===== src/rtl/proc_pkg.sv =====
// Shared fetch-side types and constants for the instruction fetch queue.
package proc_pkg;

  localparam int IFQ_MAX_XLEN = 32;
  localparam int IFQ_PC_STEP  = 4;

  typedef struct packed {
    logic [IFQ_MAX_XLEN-1:0] pc;
    logic [IFQ_MAX_XLEN-1:0] inst;
  } ifq_entry_t;

endpackage


===== src/rtl/ifq_fifo.sv =====
// Circular entry store for the fetch queue: storage array, read/write pointers and occupancy.
module ifq_fifo
  import proc_pkg::*;
#(
  parameter int  DEPTH = 4,
  parameter type T     = ifq_entry_t,
  localparam int AW    = $clog2(DEPTH),
  localparam int CW    = AW + 1
) (
  input  logic          clk_i,
  input  logic          rst_n_i,
  input  logic          flush_i,
  input  logic          push_i,
  input  T              push_data_i,
  input  logic          pop_i,
  output T              head_o,
  output logic [CW-1:0] count_o
);

  T              r_mem [DEPTH];
  logic [AW-1:0] r_wr_ptr;
  logic [AW-1:0] r_rd_ptr;
  logic [CW-1:0] r_count;

  // DEPTH is a power of two, so pointers wrap by natural overflow.
  always_ff @(posedge clk_i or negedge rst_n_i) begin
    if (!rst_n_i) begin
      for (int i = 0; i < DEPTH; i++) r_mem[i] <= '0;
      r_wr_ptr <= '0;
      r_rd_ptr <= '0;
      r_count  <= '0;
    end else if (flush_i) begin
      r_wr_ptr <= '0;
      r_rd_ptr <= '0;
      r_count  <= '0;
    end else begin
      if (push_i) begin
        r_mem[r_wr_ptr] <= push_data_i;
        r_wr_ptr        <= r_wr_ptr + AW'(1);
      end
      if (pop_i) r_rd_ptr <= r_rd_ptr + AW'(1);
      r_count <= r_count + CW'(push_i) - CW'(pop_i);
    end
  end

  assign head_o  = r_mem[r_rd_ptr];
  assign count_o = r_count;

endmodule


===== src/rtl/ifetch_queue.sv =====
// Instruction fetch queue: credit-limited request issue, in-order response capture,
// and flush-and-refetch on redirect with accounting for responses still in flight.
module ifetch_queue
  import proc_pkg::*;
#(
  parameter int              DEPTH    = 4,
  parameter int              XLEN     = 32,
  parameter logic [XLEN-1:0] RESET_PC = '0
) (
  input  logic            clk_i,
  input  logic            rst_n_i,
  input  logic            redirect_i,
  input  logic [XLEN-1:0] redirect_pc_i,
  output logic            im_req_o,
  output logic [XLEN-1:0] im_addr_o,
  input  logic            im_ack_i,
  input  logic            im_rvalid_i,
  input  logic [XLEN-1:0] im_rdata_i,
  output logic            inst_valid_o,
  output logic [XLEN-1:0] inst_o,
  output logic [XLEN-1:0] inst_pc_o,
  input  logic            inst_ready_i
);

  localparam int FW = $clog2(DEPTH) + 1;
  localparam int CW = $clog2(DEPTH) + 2;

  if (DEPTH < 2 || DEPTH > 16 || (DEPTH & (DEPTH - 1)) != 0) begin : g_bad_depth
    $error("ifetch_queue: DEPTH must be a power of two in 2..16");
  end
  if (XLEN > IFQ_MAX_XLEN) begin : g_bad_xlen
    $error("ifetch_queue: XLEN exceeds the width of ifq_entry_t");
  end

  logic [XLEN-1:0] r_fpc;
  logic [XLEN-1:0] r_rpc;
  logic [CW-1:0]   r_live;
  logic [CW-1:0]   r_drop;
  logic            r_run;
  logic [CW-1:0]   w_live_nxt;
  logic [CW-1:0]   w_drop_nxt;
  logic            w_fire;
  logic            w_push;
  logic            w_pop;
  logic            w_credit_ok;
  logic [FW-1:0]   w_count;
  ifq_entry_t      w_push_entry;
  ifq_entry_t      w_head;

  // Every queue slot is either occupied, awaited, or owed to a discarded response.
  assign w_credit_ok  = (CW'(w_count) + r_live + r_drop) < CW'(DEPTH);
  assign im_req_o     = r_run & ~redirect_i & w_credit_ok;
  assign im_addr_o    = r_fpc;
  assign w_fire       = im_req_o & im_ack_i;
  assign inst_valid_o = (w_count != '0);
  assign w_pop        = inst_valid_o & inst_ready_i & ~redirect_i;

  always_comb begin
    w_live_nxt = r_live;
    w_drop_nxt = r_drop;
    w_push     = 1'b0;
    if (redirect_i) begin
      w_drop_nxt = r_drop + r_live + CW'(w_fire);
      w_live_nxt = '0;
      if (im_rvalid_i && (w_drop_nxt != '0)) w_drop_nxt = w_drop_nxt - CW'(1);
    end else begin
      if (im_rvalid_i) begin
        if (r_drop != '0) begin
          w_drop_nxt = r_drop - CW'(1);
        end else if (r_live != '0) begin
          w_push     = 1'b1;
          w_live_nxt = r_live - CW'(1);
        end
      end
      if (w_fire) w_live_nxt = w_live_nxt + CW'(1);
    end
  end

  // r_rpc tracks the address of the oldest kept request, i.e. the next pushed entry.
  always_ff @(posedge clk_i or negedge rst_n_i) begin
    if (!rst_n_i) begin
      r_run  <= 1'b0;
      r_fpc  <= RESET_PC;
      r_rpc  <= RESET_PC;
      r_live <= '0;
      r_drop <= '0;
    end else begin
      r_run  <= 1'b1;
      r_live <= w_live_nxt;
      r_drop <= w_drop_nxt;
      if (redirect_i) begin
        r_fpc <= redirect_pc_i;
        r_rpc <= redirect_pc_i;
      end else begin
        if (w_fire) r_fpc <= r_fpc + XLEN'(IFQ_PC_STEP);
        if (w_push) r_rpc <= r_rpc + XLEN'(IFQ_PC_STEP);
      end
    end
  end

  always_comb begin
    w_push_entry      = '0;
    w_push_entry.pc   = IFQ_MAX_XLEN'(r_rpc);
    w_push_entry.inst = IFQ_MAX_XLEN'(im_rdata_i);
  end

  ifq_fifo #(
    .DEPTH (DEPTH),
    .T     (ifq_entry_t)
  ) u_fifo (
    .clk_i       (clk_i),
    .rst_n_i     (rst_n_i),
    .flush_i     (redirect_i),
    .push_i      (w_push),
    .push_data_i (w_push_entry),
    .pop_i       (w_pop),
    .head_o      (w_head),
    .count_o     (w_count)
  );

  assign inst_o    = w_head.inst[XLEN-1:0];
  assign inst_pc_o = w_head.pc[XLEN-1:0];

endmodule


===== config.mk =====
export PLATFORM = sky130hd
export DESIGN_NAME = ifetch_queue
export DESIGN_NICKNAME = d
export VERILOG_FILES = /design/src/rtl/proc_pkg.sv /design/src/rtl/ifq_fifo.sv /design/src/rtl/ifetch_queue.sv
export SDC_FILE = /design/constraint.sdc
export NUM_CORES = 1
export LEC_CHECK = 0
export BUFFER_PORTS_ARGS = -buffer_cell sky130_fd_sc_hd__buf_4
export CAP_MARGIN = 20
export CORE_AREA = 4 4 210 212
export DETAILED_ROUTE_END_ITERATION = 6
export DIE_AREA = 0 0 214 216
export GPL_TIMING_DRIVEN = 0
export PLACE_DENSITY = 0.63
export SYNTH_ARGS = -nofsm -noshare
export SYNTH_HDL_FRONTEND = slang
export SYNTH_HIERARCHICAL = 1
export SYNTH_SLANG_ARGS = --single-unit

===== constraint.sdc =====
create_clock -name clk_i -period 9.1 [get_ports clk_i]
set_clock_uncertainty 0.15 [all_clocks]
set_input_delay 0.455 -clock clk_i [delete_from_list [all_inputs] [get_ports clk_i]]
set_output_delay 0.455 -clock clk_i [all_outputs]
set_load 0.005 [all_outputs]

==> run metrics <==
Final min period 6.21 ns; initial antenna violation count 0; Max Root-Sink Buffers 3; CTS Sinks 336; total grt overflow 0; top_reg_cell synth dfrtp_1; pre-CTS setup slack 2.95 ns; Pleak around 10 nW; row count 75; CTS tree yes; CP Data Arrival Time 6.46 ns; CP Capture Point r_drop[1]; Post-synth EDFFs 0; initial drt markers 557; Finish-stage setup viols 0; Fin. Hold Viols 0; HP Class in -> reg; fill cell count 3695; CP max stage cell nor3b_1; Fmax achieved 0.161 GHz; fraction of registers with async set/reset between 90% and 100%; worst-path maximum fanout 10; CP bufs+invs 4; die span in x 214 um; worst r2r src r_drop[1]; Worst Path Class, Setup reg -> reg; DRC violations left 0; Yosys warning count 6; IO Count 168; HPWL after DPL approximately 28000 um; Pre-antenna DRT Iters 4; Post-CTS Setup Bufs 0; share of cells above drive strength 1 43.6%; WL/cell 20.9 um; relative slew slack about a quarter; FF-to-FF setup slack slightly below 3 ns; number of port buffers 167; power per cell area 189 nW/um^2; sequential-to-total area share from yosys stat between 50 and 60%; nets@finish 1453; DIE HEIGHT 216 um; outcome finished clean; delay of the slowest cell on the worst path ~0.9 ns; ant diodes 0; Post-Syn Area per Cell 14.6 um^2; Clock Tree Root clkbuf_16; largest net degree at the start of global routing between 100 and 150; Worst-Margin Slew 1.11 ns; Yosys cell types 57; Final Wtd Congestion 0.851; Total Die Area 46200 um^2; Startpoint Class flop; cells on worst reg2reg path 17; Post-Route WL 40100 um; IR drop worst, VDD 0.118 mV; final worst path period share 68.3%; Cells after Synth 1149; beginning of the worst hold path redirect_pc_i[31]; critical path data required time between 9 and 10 ns; Pwr Total roughly 3.8 mW; Synth top area share about half; clock transition at the registers of the reported paths 0.06 ns; Levels on crit path 17; Synth Register Bits 336; core region area 41900 um^2; Mapped Area about 17000 um^2; htree depth 2; Top Family by Delay on Critical Path adder cells; max cap viols 0; Synth area leaders dfrtp_1, mux2_4, mux4_2; setup TNS 0 ns; Initial Util 40.0%; RR Endpoint r_drop[1]; Synth area leader dfrtp_1; GRT Overall Usage between 10% and 20%; CP dominant cell by count fa_1; area grow syn2layout 19.5%; Critical Path Sink Type flop; TritonCTS buffer count 38; fin. max-slew vios 0; RSZ-0062 raised after global routing no; Critical Path, Cell by Cell inv_1 > fa_1 > or2_2 > fa_1 > nand2_1 > nor3b_1 > nand2_1 > clkinv_1 > buf_2 > fa_1 > inv_1 > fa_1 > ha_1 > nand2_1 > o31ai_1 > mux2i_1 > mux2_2; global-route wire length before repair 63500 um; # resized after CTS 0; Worst-Skew Late Latency 0.52 ns; DR vias 10200; via/cell ratio 5.31; Synthesized Nets 1241; Routed Antenna Nets 0; CP Launch Point r_drop[1]; number of global-route vias before repair 11000; worst setup margin 2.89 ns
-- worst register-to-register path: cells and delay by family (launching register included) --
| kind | cells | cell delay [ns] |
|---|---|---|
| buf+inv | 4 | 0.91 |
| fa+ha+maj | 5 | 2.04 |
| flops | 1 | 0.42 |
| mux | 2 | 0.40 |
| compound gates | 1 | 0.36 |
| simple gates | 5 | 1.81 |
-- flip-flops by register name, summed over array words and instances, names as in the netlist --
name / flops
u_fifo/r_rd_ptr: 2
r_rpc: 32
u_fifo/r_wr_ptr: 2
im_addr_o: 32
r_run: 1
u_fifo/count_o: 3
u_fifo/r_mem: 256
r_drop: 4
r_live: 4
-- kinds of logic after synthesis --
group / share of synthesized area (%)
adder cells (fa/ha/maj): 1.91
AND/OR/NAND/NOR: 6.64
other: 0.0223
AO/OA/AOI/OAI: 3.58
XOR/XNOR: 2.48
multiplexers: 31.0
buffers and inverters: 4.28
flip-flops: 50.1
-- layer usage --
| metal | part of all wire (%) | track usage (%) | vias up |
|---|---|---|---|
| met5 | 0 | 0 | - |
| met4 | 1.8 | 3.85 | 0 |
| met3 | 4.6 | 3.32 | 49 |
| met2 | 47 | 27.6 | 251 |
| met1 | 47 | 24.1 | 5288 |
| li1 | - | - | 4636 |
-- cells in the final DEF (no fill, tap or decap), drive strengths merged, types with 18 or more instances in the layout --
cell type,synthesis,layout
a21oi,18,18
buf,50,220
clkbuf,15,73
dfrtp,336,336
inv,40,40
mux2,265,265
mux4,64,64
nand2,55,55
nand3,31,31
nand4,19,19
nor4,18,18
o21ai,37,37
xnor2,34,34
-- cell type report --
cell class              count  area [um^2]  share of cell area (%)
clock buffers              58         1150                    5.73
flip-flops and latches    336         8410                    41.9
multi-input cells         706         7670                    38.2
plain buffers              65          562                    2.80
well taps                 539          674                    3.36
repair buffers            172         1360                    6.80
inverters                  42          158                   0.786
clock inverters             6         80.1                   0.399
-- report_power, final --
part / switching, mW / total, mW / internal, mW
sequential: 0.0969 / 1.66 / 1.57
combinational: 0.301 / 0.602 / 0.301
clock: 0.597 / 1.52 / 0.923
-- worst min-delay path by stage --
stage	endpoint	cells past startpoint	slack, ns
3_5_place_dp	u_fifo/r_mem[217]	1	0.16
4_1_cts	r_rpc[31]	3	0.007
3_3_place_gp	u_fifo/r_mem[10]	1	0.32
5_1_grt	im_addr_o[31]	3	0.03
2_1_floorplan	im_addr_o[0]	0	0.009
6_report	im_addr_o[31]	3	0.03
-- cell usage after synthesis (all sizes together) (2+ instances only) --
master    n
dfrtp   336
mux2    265
mux4     64
nand2    55
buf      50
inv      40
o21ai    37
xnor2    34
nand3    31
nand4    19
a21oi    18
nor4     18
nor2     17
nor3     17
ha       16
clkbuf   15
o211ai   13
mux2i    11
xor2     11
and3     10
o311ai   10
or3      10
fa        6
nand3b    6
and4      4
nor2b     3
nor3b     3
o31ai     3
or2       3
a211oi    2
a21o      2
a311o     2
a31oi     2
clkinv    2
o31a      2
or4       2
-- metrics by stage --
stage / cells / utilization (%) / cell area [um^2] / hold WS (ns)
after floorplan: 1149 / - / 16800 / 0.00941
after global placement: 1855 / 44.6 / 18700 / 0.322
after detailed placement: 1858 / 44.9 / 18800 / 0.157
after CTS: 1924 / 47.8 / 20100 / 0.00693
after global routing: 1924 / 47.8 / 20100 / 0.0267
final: 1924 / 47.8 / 20100 / 0.0327
-- timing repair --
action | CTS | global route
setup endpoints to repair | 0 | 0
hold buffers | 2 | 0
endpoints found under the hold margin | 41 | 0
Note: power is estimated with default switching activity, not from simulation.
